$ cat config.mk
export PLATFORM = sky130hd
export DESIGN_NAME = ifu_fetch
export DESIGN_NICKNAME = d
export VERILOG_FILES = /design/src/rtl/ifu_pkg.sv /design/src/rtl/npc_calc.sv /design/src/rtl/ifu_fetch.sv
export SDC_FILE = /design/constraint.sdc
export NUM_CORES = 1
export LEC_CHECK = 0
export ABC_AREA = 1
export CORE_MARGIN = 3
export CORE_UTILIZATION = 50
export CTS_CLUSTER_DIAMETER = 100
export DETAILED_ROUTE_END_ITERATION = 8
export PLACE_DENSITY_LB_ADDON = 0.12
export REMOVE_ABC_BUFFERS = 1
export SLEW_MARGIN = 5
export SYNTH_ARGS = -nofsm -noshare
export SYNTH_HDL_FRONTEND = slang
export SYNTH_SLANG_ARGS = --single-unit
$ cat constraint.sdc
create_clock -name clk -period 2.7 [get_ports clk]
set_input_delay 0.675 -clock clk [delete_from_list [all_inputs] [get_ports clk]]
set_output_delay 0.675 -clock clk [all_outputs]
set_load 0.05 [all_outputs]
$ cat src/rtl/ifu_pkg.sv
// Shared encodings, reset defaults and fetch-address checking for the IFU.
package ifu_pkg;

    typedef enum logic [1:0] {
        NpcSeq    = 2'b00,
        NpcBranch = 2'b01,
        NpcJump   = 2'b10,
        NpcJr     = 2'b11
    } npc_sel_e;

    localparam logic [31:0] DefaultResetPc = 32'h0000_3000;
    localparam logic [31:0] NopInstr       = 32'h0000_0000;

    // Word-aligned and inside [base, base+size); the offset subtract wraps, so check base first.
    function automatic logic fetch_addr_ok(input logic [31:0] addr, input logic [31:0] base,
                                           input logic [31:0] size);
        logic [31:0] offset;
        offset = addr - base;
        return (addr[1:0] == 2'b00) && (addr >= base) && (offset < size);
    endfunction

endpackage

$ cat src/rtl/npc_calc.sv
// Combinational next-PC selection; redirects are only honoured for a valid ID instruction.
module npc_calc
    import ifu_pkg::*;
(
    input  logic [31:0] pc_i,
    input  logic [31:0] id_pc_i,
    input  logic        id_valid_i,
    input  logic [1:0]  npc_sel_i,
    input  logic        br_taken_i,
    input  logic [15:0] br_imm16_i,
    input  logic [25:0] j_imm26_i,
    input  logic [31:0] jr_addr_i,
    output logic [31:0] npc_o,
    output logic        redirect_o
);

    logic [31:0] seq_pc;
    logic [31:0] br_target;
    logic [31:0] j_target;

    always_comb begin
        seq_pc    = pc_i + 32'd4;
        br_target = id_pc_i + 32'd4 + {{14{br_imm16_i[15]}}, br_imm16_i, 2'b00};
        j_target  = {id_pc_i[31:28], j_imm26_i, 2'b00};
        npc_o      = seq_pc;
        redirect_o = 1'b0;
        if (id_valid_i) begin
            unique case (npc_sel_e'(npc_sel_i))
                NpcSeq: ;
                NpcBranch: begin
                    if (br_taken_i) begin
                        npc_o      = br_target;
                        redirect_o = 1'b1;
                    end
                end
                NpcJump: begin
                    npc_o      = j_target;
                    redirect_o = 1'b1;
                end
                NpcJr: begin
                    npc_o      = jr_addr_i;
                    redirect_o = 1'b1;
                end
                default: ;
            endcase
        end
    end

endmodule

$ cat src/rtl/ifu_fetch.sv
// Instruction fetch stage: PC register plus IF/ID pipeline register.
// Define IFU_DELAY_SLOT_EN to keep the delay-slot instruction instead of flushing it.
module ifu_fetch
    import ifu_pkg::*;
#(
    parameter logic [31:0] RESET_PC = DefaultResetPc,
    parameter int unsigned IM_BYTES = 4096
) (
    input  logic        clk,
    input  logic        rst_n,
    input  logic        stall_i,
    input  logic [1:0]  npc_sel_i,
    input  logic        br_taken_i,
    input  logic [15:0] br_imm16_i,
    input  logic [25:0] j_imm26_i,
    input  logic [31:0] jr_addr_i,
    output logic [31:0] pc_o,
    input  logic [31:0] instr_i,
    output logic [31:0] id_instr_o,
    output logic [31:0] id_pc_o,
    output logic [31:0] id_pc8_o,
    output logic        id_valid_o,
    output logic        exc_adel_o
);

    logic [31:0] pc_q, pc_d;
    logic [31:0] id_instr_q, id_instr_d;
    logic [31:0] id_pc_q, id_pc_d;
    logic [31:0] id_pc8_q, id_pc8_d;
    logic        id_valid_q, id_valid_d;
    logic        exc_adel_q, exc_adel_d;

    logic [31:0] npc;
    logic        redirect;
    logic        flush;
    logic        fetch_ok;

    npc_calc u_npc_calc (
        .pc_i       (pc_q),
        .id_pc_i    (id_pc_q),
        .id_valid_i (id_valid_q),
        .npc_sel_i  (npc_sel_i),
        .br_taken_i (br_taken_i),
        .br_imm16_i (br_imm16_i),
        .j_imm26_i  (j_imm26_i),
        .jr_addr_i  (jr_addr_i),
        .npc_o      (npc),
        .redirect_o (redirect)
    );

`ifdef IFU_DELAY_SLOT_EN
    logic unused_redirect;
    assign unused_redirect = redirect;
    assign flush = 1'b0;
`else
    assign flush = redirect;
`endif

    assign fetch_ok = fetch_addr_ok(pc_q, RESET_PC, 32'(IM_BYTES));

    always_comb begin
        pc_d       = pc_q;
        id_instr_d = id_instr_q;
        id_pc_d    = id_pc_q;
        id_pc8_d   = id_pc8_q;
        id_valid_d = id_valid_q;
        exc_adel_d = exc_adel_q;
        if (!stall_i) begin
            pc_d     = npc;
            id_pc_d  = pc_q;
            id_pc8_d = pc_q + 32'd8;
            if (!fetch_ok) begin
                id_instr_d = NopInstr;
                id_valid_d = 1'b0;
                exc_adel_d = 1'b1;
            end else if (flush) begin
                id_instr_d = NopInstr;
                id_valid_d = 1'b0;
                exc_adel_d = 1'b0;
            end else begin
                id_instr_d = instr_i;
                id_valid_d = 1'b1;
                exc_adel_d = 1'b0;
            end
        end
    end

    always_ff @(posedge clk or negedge rst_n) begin
        if (!rst_n) begin
            pc_q       <= RESET_PC;
            id_instr_q <= NopInstr;
            id_pc_q    <= 32'h0;
            id_pc8_q   <= 32'h0;
            id_valid_q <= 1'b0;
            exc_adel_q <= 1'b0;
        end else begin
            pc_q       <= pc_d;
            id_instr_q <= id_instr_d;
            id_pc_q    <= id_pc_d;
            id_pc8_q   <= id_pc8_d;
            id_valid_q <= id_valid_d;
            exc_adel_q <= exc_adel_d;
        end
    end

    assign pc_o       = pc_q;
    assign id_instr_o = id_instr_q;
    assign id_pc_o    = id_pc_q;
    assign id_pc8_o   = id_pc8_q;
    assign id_valid_o = id_valid_q;
    assign exc_adel_o = exc_adel_q;

endmodule

==> results.json <==
{
  "clkTransAtPathRegs_ns": 0.06,
  "async_reset_ff_frac": 1.00,
  "r2r-start": "pc_o[5]$_DFFE_PN0N_",
  "netlist_area_sq_um": 9810,
  "start_util": 0.516,
  "required_ns": 2.03,
  "critPathBufInv": 1,
  "cp_slowest_cell": "clkdlybuf4s50_1",
  "ios": 242,
  "synth_top_cell_by_area": "dfrtp_1",
  "clk_latency_ns": 0.44,
  "ant_nets": 0,
  "crit_chain": "clkdlybuf4s50_1",
  "vias_per_cell": 5.42,
  "period_needed_ns": 2.66,
  "cpPeakStageDelay_ns": 0.92,
  "hold_violations": 0,
  "fin_nets": 1957,
  "die_w_um": 146,
  "max_slew.worst_pin.slew_ns": 0.709,
  "portBuffers": 241,
  "grt_max_degree": 174,
  "area_growth_pct": 47.6,
  "cts_root_buf": "clkbuf_16",
  "drive_gt1_frac": 0.180,
  "grt_pass1_wl_mm": 57.7,
  "fin_crit_sh": 0.987,
  "max_freq_mhz": 375,
  "ys_warn_count": 0,
  "synth.avg_cell_area_sq_um": 6.76,
  "critical_path_class": "register to output pin",
  "power.total_mw": 12.6,
  "cp_top_family": "buffers and inverters",
  "die_y_um": 146,
  "first_global_vias": 10900,
  "drv_slew": 0,
  "post-place-ws_ns": -0.672,
  "initialDrtViolationCount": 1117,
  "dieArea_sq_um": 21300,
  "crit_path_start": "pc_o[17]$_DFFE_PN0N_",
  "synth-seq-cells": 127,
  "skew_ns": 0.0113,
  "cts_tree": "yes",
  "antennaDiodeCount": 0,
  "cts_max_path_buffers": 2,
  "num_rows": 50,
  "crit_arrival_ns": 1.99,
  "leakage_nw": 7.02,
  "final-setup-viol-count": 0,
  "power_density_nw_per_um2": 870,
  "ir_drop_mv": 0.870,
  "status": "finished clean",
  "gp_congestion": 0.995,
  "end_kind": "output pin",
  "cts_inserted_buffers": 17,
  "h-tree-depth": 4,
  "cts_sinks": 127,
  "syn_inst": 1452,
  "track_usage": 0.341,
  "finish.utilization": 0.762,
  "dr.pass1.iters": 5,
  "dp_hpwl_mm": 28.7,
  "worstRegToRegCells": 7,
  "wire_per_inst_um": 18.4,
  "setup.worst_path.start_class": "register",
  "worst-path-max-fanout": 10,
  "synth_edf_count": 0,
  "yosysSeqAreaShare": 0.324,
  "antenna_found_initial": 0,
  "via_count": 11100,
  "synth_top_area_share": 0.319,
  "core_area_sq_um": 19000,
  "gr-total-overflow": 0,
  "hold_buffers": 0,
  "synth.distinct_cells": 48,
  "slew_headroom": 0.527,
  "synthFlopType": "dfrtp_1",
  "synth_area_leaders": "dfrtp_1 (32%), nand2_1 (19%), ha_1 (7.6%)",
  "r2r_end": "id_pc8_o[22]$_DFFE_PN0N_",
  "drc": 0,
  "drv_cap": 0,
  "min_path_type": "input port to asynchronous set/reset pin",
  "r2r_slack_ns": 0.32,
  "worst_slack_ns": 0.0356,
  "finalWirelength_mm": 37.9
}
==> state kept, by name (all words and copies together), names as in the netlist <==
name and count:
exc_adel_o 1, id_instr_o 32, id_pc8_o 29, id_pc_o 32, id_valid_o 1, pc_o 32
==> final cells by class <==
type	instances	area, sq um
inverters	207	777
clock inverters	12	86.3
flip-flops and latches	127	3180
clock buffers	19	443
fillers	1496	4530
multi-input cells	1063	6220
well taps	260	325
repair buffers	368	3450
==> per-layer routing <==
metal  up-vias  part of all wire  global-route usage
li1       5330                 -                   -
met1      5170              0.41               0.451
met2       572              0.47               0.552
met3        63             0.089              0.0807
met4         0             0.027               0.116
met5         -                 0                   0
==> Yosys cell counts, types with 2 or more instances <==
library cell,instances
nor2_1,111
clkbuf_1,35
nor3_2,4
o21bai_1,2
nand4_1,25
buf_4,6
ha_1,60
a21oi_1,52
dfrtp_1,125
a221oi_1,13
nor2_2,7
o211ai_1,8
nor3_1,10
nor2_4,4
or2_2,2
o31ai_1,4
o21ai_0,51
o21ai_2,30
o21ai_1,6
clkinv_1,3
nand3_1,103
buf_6,3
nand2_1,489
a22oi_1,16
dfstp_2,2
buf_2,7
xor2_1,23
inv_2,8
inv_1,196
a22o_1,14
nand2_2,3
xnor2_1,4
a31oi_1,6
nand3b_1,3
buf_1,4
==> worst max-delay path by stage <==
stage	cells after the start	slack, ns	to
after detailed placement	15	-0.67	pc_o[22]$_DFFE_PN0N_
final	1	0.04	pc_o[17]
after CTS	15	-0.008	pc_o[22]$_DFFE_PN0N_
after global placement	15	-0.59	pc_o[22]$_DFFE_PN0N_
after global routing	18	-0.06	pc_o[18]$_DFFE_PN0N_
after floorplan	18	-0.13	pc_o[31]$_DFFE_PN0N_
==> report_power, final <==
part	internal, mW	total, mW	switching (mW)
registers	2.30	2.89	0.586
clock network	1.19	2.11	0.914
logic	2.84	7.60	4.76
==> timing repair <==
action	in CTS	in global routing
endpoints found under the hold margin	0	0
pin swaps	1	18
buffers inserted	0	4
setup endpoints to repair	16	24
resized for setup	28	85
==> logic make-up (layout without fill, tap and decap cells) <==
logic type / Yosys count / count (layout) / synth area share
AND/OR/NAND/NOR: 768 / 768 / 0.329
buffers and inverters: 262 / 606 / 0.106
AO/OA/AOI/OAI: 205 / 205 / 0.136
flip-flops: 127 / 127 / 0.324
adder cells (fa/ha/maj): 61 / 61 / 0.0785
XOR/XNOR: 27 / 27 / 0.0241
multiplexers: 2 / 2 / 0.00217
==> placed cells by master, fill, tap and decap left out, types with 30 or more instances in the layout <==
cell type	Yosys	routed
a21oi_1	52	43
buf_4	6	123
clkdlybuf4s50_1	0	237
dfrtp_1	125	125
ha_1	60	34
inv_1	196	193
nand2_1	489	462
nand3_1	103	88
nor2_1	111	99
o21ai_0	51	50
o21ai_2	30	30
==> metrics by stage <==
stage / instance area (sq um) / instances / setup TNS (ns) / hold slack (ns)
floorplan: 9550 / 1397 / -0.674 / 0.379
global placement: 13300 / 2021 / -11.05 / 0.463
detailed placement: 13300 / 2021 / -12.05 / 0.466
CTS: 14000 / 2052 / -0.00919 / 0.293
global route: 14500 / 2056 / -0.125 / 0.306
finish: 14500 / 2056 / 0 / 0.278
Note: power is estimated with default switching activity, not from simulation.
